<file path="config.mk">
export PLATFORM = sky130hd
export DESIGN_NAME = aes_stream_ctrl
export DESIGN_NICKNAME = d
export VERILOG_FILES = /design/src/rtl/aes_stream_ctrl.sv
export SDC_FILE = /design/constraint.sdc
export NUM_CORES = 1
export LEC_CHECK = 0
export BUFFER_PORTS_ARGS = -buffer_cell sky130_fd_sc_hd__buf_2
export CORE_MARGIN = 3
export CORE_UTILIZATION = 30
export CTS_BUF_LIST = sky130_fd_sc_hd__clkbuf_16
export DETAILED_ROUTE_END_ITERATION = 10
export GPL_ROUTABILITY_DRIVEN = 0
export HOLD_SLACK_MARGIN = 0.05
export PLACE_DENSITY = 0.52
export SYNTH_ARGS = -nofsm -noshare
export SYNTH_HDL_FRONTEND = slang
export SYNTH_SLANG_ARGS = --single-unit
export TNS_END_PERCENT = 100
</file>
<file path="constraint.sdc">
create_clock -name clk -period 3.5 [get_ports clk]
set_clock_uncertainty 0.15 [all_clocks]
set_input_delay 0.175 -clock clk [delete_from_list [all_inputs] [get_ports clk]]
set_output_delay 0.175 -clock clk [all_outputs]
set_load 0.01 [all_outputs]
</file>
<file path="src/rtl/aes_stream_ctrl.sv">
// aes_stream_ctrl
// Word-stream front end for aes_cipher_top. Packs four big-endian 32-bit
// plaintext words into a block, pulses aes_ld with the latched key, waits for
// aes_done under a watchdog, then drains the captured ciphertext as four
// 32-bit words over a valid/ready port. Only one block is in flight at a time.
//
// state    | meaning
// ---------+-------------------------------------------------------------
// ST_FILL  | accepting plaintext words; in_ready=1; in_cnt words held
// ST_LOAD  | single cycle with aes_ld=1; block and key presented to cipher
// ST_WAIT  | waiting for aes_done; watchdog counting down
// ST_DRAIN | out_valid=1; streaming captured ciphertext words 0..3
module aes_stream_ctrl #(
  // Cycles allowed from the aes_ld cycle until err; must be >= 16.
  parameter int unsigned TIMEOUT = 64
) (
  input  logic         clk,
  input  logic         rst,
  input  logic [127:0] key,
  input  logic [31:0]  in_data,
  input  logic         in_valid,
  output logic         in_ready,
  output logic [31:0]  out_data,
  output logic         out_valid,
  input  logic         out_ready,
  output logic         aes_ld,
  output logic [127:0] aes_key,
  output logic [127:0] aes_text_in,
  input  logic [127:0] aes_text_out,
  input  logic         aes_done,
  output logic         busy,
  output logic         err,
  output logic [15:0]  blk_cnt
);

  typedef enum logic [1:0] {
    ST_FILL  = 2'd0,
    ST_LOAD  = 2'd1,
    ST_WAIT  = 2'd2,
    ST_DRAIN = 2'd3
  } state_t;

  // The watchdog is a down-counter reloaded on the LOAD edge. With a reload
  // of TIMEOUT-1 and a terminal count of 1, the expiry edge is the one that
  // ends the (TIMEOUT-1)th WAIT cycle, so err is first seen exactly TIMEOUT
  // cycles after the cycle in which aes_ld was high.
  localparam int unsigned     WD_W    = $clog2(TIMEOUT);
  localparam logic [WD_W-1:0] WD_LOAD = WD_W'(TIMEOUT - 1);
  localparam logic [WD_W-1:0] WD_LAST = WD_W'(1);

  state_t            state;
  logic [1:0]        in_cnt;
  logic [1:0]        out_idx;
  logic [95:0]       fill_buf;
  logic [127:0]      out_buf;
  logic [WD_W-1:0]   wd_cnt;

  // Big-endian word select: index 0 is the most significant word.
  function automatic logic [31:0] word_sel(input logic [127:0] blk,
                                           input logic [1:0]   idx);
    logic [31:0] w;
    case (idx)
      2'd0:    w = blk[127:96];
      2'd1:    w = blk[95:64];
      2'd2:    w = blk[63:32];
      default: w = blk[31:0];
    endcase
    return w;
  endfunction

  // Idle only when sitting in FILL with no partial block collected.
  assign busy = !((state == ST_FILL) && (in_cnt == 2'd0));

  // Sequencing FSM with all outputs registered.
  always_ff @(posedge clk or negedge rst) begin
    if (!rst) begin
      state       <= ST_FILL;
      in_cnt      <= 2'd0;
      out_idx     <= 2'd0;
      fill_buf    <= '0;
      out_buf     <= '0;
      wd_cnt      <= '0;
      in_ready    <= 1'b1;
      out_valid   <= 1'b0;
      out_data    <= '0;
      aes_ld      <= 1'b0;
      aes_key     <= '0;
      aes_text_in <= '0;
      err         <= 1'b0;
      blk_cnt     <= '0;
    end else begin
      aes_ld <= 1'b0;
      case (state)
        ST_FILL: begin
          if (in_valid && in_ready) begin
            if (in_cnt == 2'd3) begin
              // Cipher inputs only change here, so they stay frozen from
              // LOAD through WAIT, DRAIN and any partial refill.
              aes_text_in <= {fill_buf, in_data};
              aes_key     <= key;
              aes_ld      <= 1'b1;
              in_ready    <= 1'b0;
              in_cnt      <= 2'd0;
              state       <= ST_LOAD;
            end else begin
              fill_buf <= {fill_buf[63:0], in_data};
              in_cnt   <= in_cnt + 2'd1;
            end
          end
        end

        ST_LOAD: begin
          wd_cnt <= WD_LOAD;
          state  <= ST_WAIT;
        end

        ST_WAIT: begin
          // Completion is tested first so a done on the expiry edge wins.
          if (aes_done) begin
            out_buf   <= aes_text_out;
            out_data  <= aes_text_out[127:96];
            out_valid <= 1'b1;
            out_idx   <= 2'd0;
            state     <= ST_DRAIN;
          end else if (wd_cnt == WD_LAST) begin
            err      <= 1'b1;
            in_ready <= 1'b1;
            state    <= ST_FILL;
          end else begin
            wd_cnt <= wd_cnt - WD_LAST;
          end
        end

        ST_DRAIN: begin
          if (out_ready) begin
            if (out_idx == 2'd3) begin
              out_valid <= 1'b0;
              blk_cnt   <= blk_cnt + 16'd1;
              in_ready  <= 1'b1;
              state     <= ST_FILL;
            end else begin
              out_idx  <= out_idx + 2'd1;
              out_data <= word_sel(out_buf, out_idx + 2'd1);
            end
          end
        end

        default: begin
          in_ready  <= 1'b1;
          out_valid <= 1'b0;
          in_cnt    <= 2'd0;
          state     <= ST_FILL;
        end
      endcase
    end
  end

endmodule

</file>
==> reports/qor.txt, run 1 <==
status: finished, final reports clean
Final min period: 2.587 ns
Nets: 2,638
CP startpoint: state[0]
Clk pwr share: 0.280
fin area: 0.03052 mm^2
gr usage total: 0.1606
CTS Root Cell: clkbuf_16
RR Startpoint: state[0]
Post-synth top flop: dfrtp_1
Filler cells: 6,623
core area: 0.07161 mm^2
endpoints failing hold: 0
worst-path maximum fanout: 98
CTS clk-pin slew, worst paths: 0.06 ns
Post-Synthesis Cells: 1,435
first-pass GRT wire length: 95,790 um
Starting Density: 0.3032
dpl hpwl: 41,810 um
row count: 98
switching share of power: 0.3116
post-CTS resize count: 0
Distinct cells, synth: 51
TritonCTS clock tree: done
power density over the cells: 707.7 mW/mm^2
DRT iter0 DRCs: 751
critical path's slowest cell: dfrtp_1
chip height: 275.0 um
setup TNS: 0 ns
Worst-Margin Slew: 0.7088 ns
Die X: 275.0 um
Routed WL per cell: 18.76 um
largest net degree at the start of global routing: 112
IO Pins: 602
Yosys warnings: 0
CP arrival: 2.92 ns
Mean Syn Cell Area: 15.13 um^2
Routed Antenna Nets: 0
total of max-cap violations: 0
fin cells: 3,337
fin. max-slew vios: 0
initial antenna violation count: 7
Mapped Area: 0.02171 mm^2
H-Tree Depth: 2
Internal Power: 14.87 mW
Leak: 15.49 nW
setup violators final: 0
Post-Syn Nets: 1,738
net switching power: 6.729 mW
ys async rst share: 1.000
endpoint class of the critical path: flip-flop
CTS Buffer Depth: 3
overflow left after global routing: 0
CTS Buf Count: 60
port bufs: 601
DRC Markers: 0
RSZ-0062 raised after global routing: false
Post-CTS Setup Bufs: 0
Die Area: 0.07565 mm^2
number of global-route vias before repair: 16,718
CP Launch Type: flip-flop
cell area after placement: 0.02566 mm^2
routed vias/inst: 4.636
Max transition margin: 0.5275
register area: 0.01362 mm^2
CP required: 3.83 ns
crit path cell chain: nor2_1 -> and3_1 -> and2_4 -> buf_12 -> mux2_1
Worst path max stage delay: 0.54 ns
f_max: 386.6 MHz
Synth Register Bits: 544
Synth-to-Final Area Change: 40.54%
clock sinks: 544
crit share post-route: 0.7391
final wirelength: 62,610 um
EDFF count, synth: 0
dpl cells: 2,929
Critical Setup Path Class: reg2reg
combinational share of power: 0.291
CTS hold repair buffers: 294
Power Total: 21.60 mW
layout cells sized above 1: 0.5008
VDD IR-drop max: 0.4422 mV
Reg power frac: 0.429
via count: 15,469
Clock Latency Late Sink: 0.61 ns
sequential fraction of the synthesis area: 0.6270
Worst Hold Class: in2async
area of the multi-input gates: 0.007447 mm^2
final core occ: 0.4262
Detailed Routing Iterations Pass 1: 6
==> kinds of logic after synthesis <==
family	share of synthesized area
fa+ha+maj	0.005762
simple gates	0.02184
flops	0.6270
xor+xnor	0.006050
buf+inv	0.03117
compound gates	0.05877
mux	0.2494
==> layout by cell type (no fill, tap or decap), drive strengths merged, types with 4 or more instances in the layout <==
master       instances
dfrtp              543
nand2               53
a21oi               38
o21ai               69
a222oi              32
bufinv               5
ha                  10
clkbuf              60
clkinv              33
diode                5
o22a                33
mux2               481
inv                 18
and3                 4
nand4                4
dlygate4sd3        293
xnor2               11
nand3                4
nor2                13
xor2                 4
buf                635
==> power by group through the flow <==
stage          Sequential [mW]  Clock [mW]  Combinational, mW
2_1_floorplan             9.61           0               3.27
3_3_place_gp              9.27           0               5.92
3_5_place_dp              9.34           0               6.05
4_1_cts                   9.25        6.28               6.35
5_1_grt                   9.48        6.54               6.91
6_report                  9.26        6.04               6.29
==> synth_stat cells (all sizes together) (4+ instances only) <==
cell    instances  area share
o21ai          69       0.016
dfrtp         543        0.63
nor2           13      0.0022
clkbuf         31      0.0054
inv             8      0.0014
buf            59       0.024
and3            4      0.0012
nand4           4      0.0018
ha             10      0.0058
nand2          53      0.0092
o22a           33       0.013
a21oi          38      0.0088
nand3           4     0.00092
xor2            4      0.0016
a222oi         32       0.015
mux2          481        0.25
xnor2          11      0.0044
==> per-layer routing <==
metal | part of all wire | GRT usage | wire length [um] | up-vias
met5 | 0.00043 | 0 | 27 | -
met1 | 0.38 | 0.1843 | 23620 | 7732
met3 | 0.072 | 0.03794 | 4498 | 144
met4 | 0.038 | 0.06615 | 2372 | 4
met2 | 0.51 | 0.2867 | 32090 | 558
li1 | - | - | - | 7031
==> worst paths after layout <==
| kind | to | cells after the start | slack [ns] |
|---|---|---|---|
| min | out_idx[1] | 3 | 0.17 |
| min in group clk | aes_key[96] | 3 | 0.17 |
| min reg2reg | blk_cnt[15] | 1 | 0.32 |
| max reg2reg | aes_key[87] | 5 | 0.91 |
| max | aes_key[87] | 5 | 0.91 |
| max in group asynchronous | out_buf[46] | 3 | 2.46 |
==> critical path: cells and delay by family (launching register included) <==
kind                   cells  cell delay, ns
DFF                        1            0.54
muxes                      1            0.41
and+or+nand+nor            3            0.80
buffers and inverters      1            0.40
==> cell type report <==
type | instances | share of cell area
flip-flops and latches | 544 | 0.4461
multi-input cells | 792 | 0.2440
repair buffers | 928 | 0.2077
clock buffers | 60 | 0.04920
well taps | 950 | 0.03895
clock inverters | 49 | 0.01246
inverters | 9 | 0.001107
diodes | 5 | 0.0004100
==> registers in the layout (all words and copies together), names as in the netlist, 2 cells and up <==
name and count:
out_data 32, aes_key 128, aes_text_in 128, out_buf 128, wd_cnt 6, in_cnt 2
out_idx 2, blk_cnt 16, fill_buf 96, state 2
==> through the flow <==
stage | hold slack [ns] | worst slack, ns
6_report | 0.1697 | 0.9132
5_1_grt | 0.1435 | 0.7958
4_1_cts | 0.1173 | 0.9197
3_5_place_dp | 0.1034 | 0.9417
3_3_place_gp | 0.09829 | 0.9685
2_1_floorplan | -0.2706 | 1.601
No activity file was read; power rests on OpenSTA's default activity.
==> run 2, diff against run 1 <==
==> constraint.sdc (replaced) <==
create_clock -name clk -period 2.6 [get_ports clk]
set_clock_uncertainty 0.15 [all_clocks]
set_input_delay 0.13 -clock clk [delete_from_list [all_inputs] [get_ports clk]]
set_output_delay 0.13 -clock clk [all_outputs]
set_load 0.01 [all_outputs]
==> run 2 against run 1 <==
Register-to-register slack got worse by 0.59 ns. Sequential share of layout area down 0.69 points. Hold slack got worse by 0.052 ns. Fmax increased by 14%. Non-clock buffer count rose by 13. Die area did not move. Clock power up 48%. First-iteration DRC count rose by 15%. Highest routed layer unchanged. Utilization increased by 0.67 points. Sequential power grew 35%. Cell count rose by 0.51%. Design area grew 1.6%.
==> reports/qor.txt, run 2 (synthesis results as in run 1) <==
status: finished, final reports clean
fin. max-slew vios: 0
CTS Buf Count: 61
Worst R2R Setup Slack: 0.33 ns
Routed Antenna Nets: 0
Routed WL per cell: 19.09 um
CTS clk-pin slew, worst paths: 0.07 ns
f_max: 440.2 MHz
port bufs: 601
Worst Setup EP: out_data[20]
overflow left after global routing: 0
RSZ-0062 raised after global routing: false
crit share post-route: 0.8738
Leak: 15.72 nW
row count: 98
clock sinks: 544
Worst Hold Class: in2reg
Post-CTS Setup Bufs: 0
Die X: 275.0 um
via count: 15,579
final worst setup slack: 0.3281 ns
commonest non-fill, non-tap cell in the layout: buf_2
worst-case reg-to-reg path depth: 6
Die Area: 0.07565 mm^2
Nets: 2,652
Clock Latency Late Sink: 0.62 ns
dpl hpwl: 43,310 um
IO Pins: 602
reg2reg end: out_data[20]
Final min period: 2.272 ns
gr usage total: 0.1630
H-Tree Depth: 2
DRT iter0 DRCs: 861
CTS Buffer Depth: 3
chip height: 275.0 um
CTS hold repair buffers: 293
RR Startpoint: out_idx[0]
TritonCTS clock tree: done
setup violators final: 0
Critical Setup Path Class: reg2reg
core area: 0.07161 mm^2
post-CTS resize count: 0
CP Launch Type: flip-flop
largest net degree at the start of global routing: 78
layout cells sized above 1: 0.5044
endpoints failing hold: 0
number of global-route vias before repair: 16,626
worst-path maximum fanout: 9
final wirelength: 64,030 um
power density over the cells: 970.1 mW/mm^2
first-pass GRT wire length: 96,920 um
Max transition margin: 0.6056
CP startpoint: out_idx[0]
worst slack, placed: 0.3841 ns
total of max-cap violations: 0
biggest regs: aes_key x128, aes_text_in x128, out_buf x128
Starting Density: 0.3032
routed vias/inst: 4.645
CP arrival: 2.62 ns
initial antenna violation count: 6
setup TNS: 0 ns
Worst-Margin Slew: 0.5898 ns
endpoint class of the critical path: flip-flop
Synth-to-Final Area Change: 42.74%
Detailed Routing Iterations Pass 1: 9
most frequent cells in the layout: buf_2, dfrtp_1, mux2_2
DRC Markers: 0
CTS Root Cell: clkbuf_16
VDD IR-drop max: 0.6625 mV
CP required: 2.95 ns
-- run 2: changes by cell type in the layout (fill, tap and decap cells not counted), sizes merged --
cell / change
inv: +8
buf: +14
dlygate4sd3: -1
bufinv: +6
clkinv: -11
clkbuf: +1
-- run 2: area by class of cell --
class	instances	area (um^2)
diodes	5	12.51
clock buffers	61	1526
clock inverters	52	536.8
fillers	6544	40610
inverters	9	33.78
multi-input cells	792	7447
flip-flops and latches	544	13620
well taps	950	1189
repair buffers	941	6634
-- run 2: how the worst min path moves through the flow --
stage                  from           to  slack (ns)  cells past startpoint
global route        key[12]  aes_key[12]        0.10                      3
global placement        rst  aes_key[17]        0.02                      1
finish              key[85]  aes_key[85]        0.12                      3
floorplan               rst   aes_key[0]       -0.32                      0
CTS                 key[85]  aes_key[85]        0.07                      3
detailed placement      rst  aes_key[19]        0.03                      1
-- run 2: metal layers --
| metal | GRT usage | part of all wire | wire (um) | up-vias |
|---|---|---|---|---|
| met3 | 0.03358 | 0.063 | 4057 | 139 |
| li1 | - | - | - | 7055 |
| met2 | 0.2881 | 0.50 | 32230 | 535 |
| met5 | 0 | 0.00020 | 13 | - |
| met1 | 0.1918 | 0.39 | 25210 | 7848 |
| met4 | 0.06921 | 0.039 | 2525 | 2 |
-- run 2: report_power, final --
| group | internal [mW] | leakage [nW] | switching, mW |
|---|---|---|---|
| Sequential | 11.0 | 7.15 | 1.42 |
| Clock | 5.34 | 1.06 | 3.57 |
| Combinational | 4.44 | 7.52 | 4.26 |
-- run 2: through the flow --
| step | area (um^2) | hold WS [ns] | utilization | total power [mW] | std cells |
|---|---|---|---|---|---|
| 6_report | 30990 | 0.1181 | 0.4328 | 30.07 | 3354 |
| 5_1_grt | 30990 | 0.1007 | 0.4328 | 31.77 | 3353 |
| 4_1_cts | 30980 | 0.07005 | 0.4327 | 30.38 | 3349 |
| 3_5_place_dp | 25970 | 0.03008 | 0.3626 | 20.93 | 2943 |
| 3_3_place_gp | 25970 | 0.02085 | 0.3626 | 20.66 | 2943 |
| 2_1_floorplan | 21710 | -0.3156 | - | 17.33 | 1435 |
-- run 2: critical path, cell delays in order (launching register included) --
cell and delay [ns]:
dfrtp_1 0.45, ha_1 0.29, nand3b_1 0.52, buf_4 0.35, o21ai_0 0.07, nand2_1 0.09, o22a_1 0.24
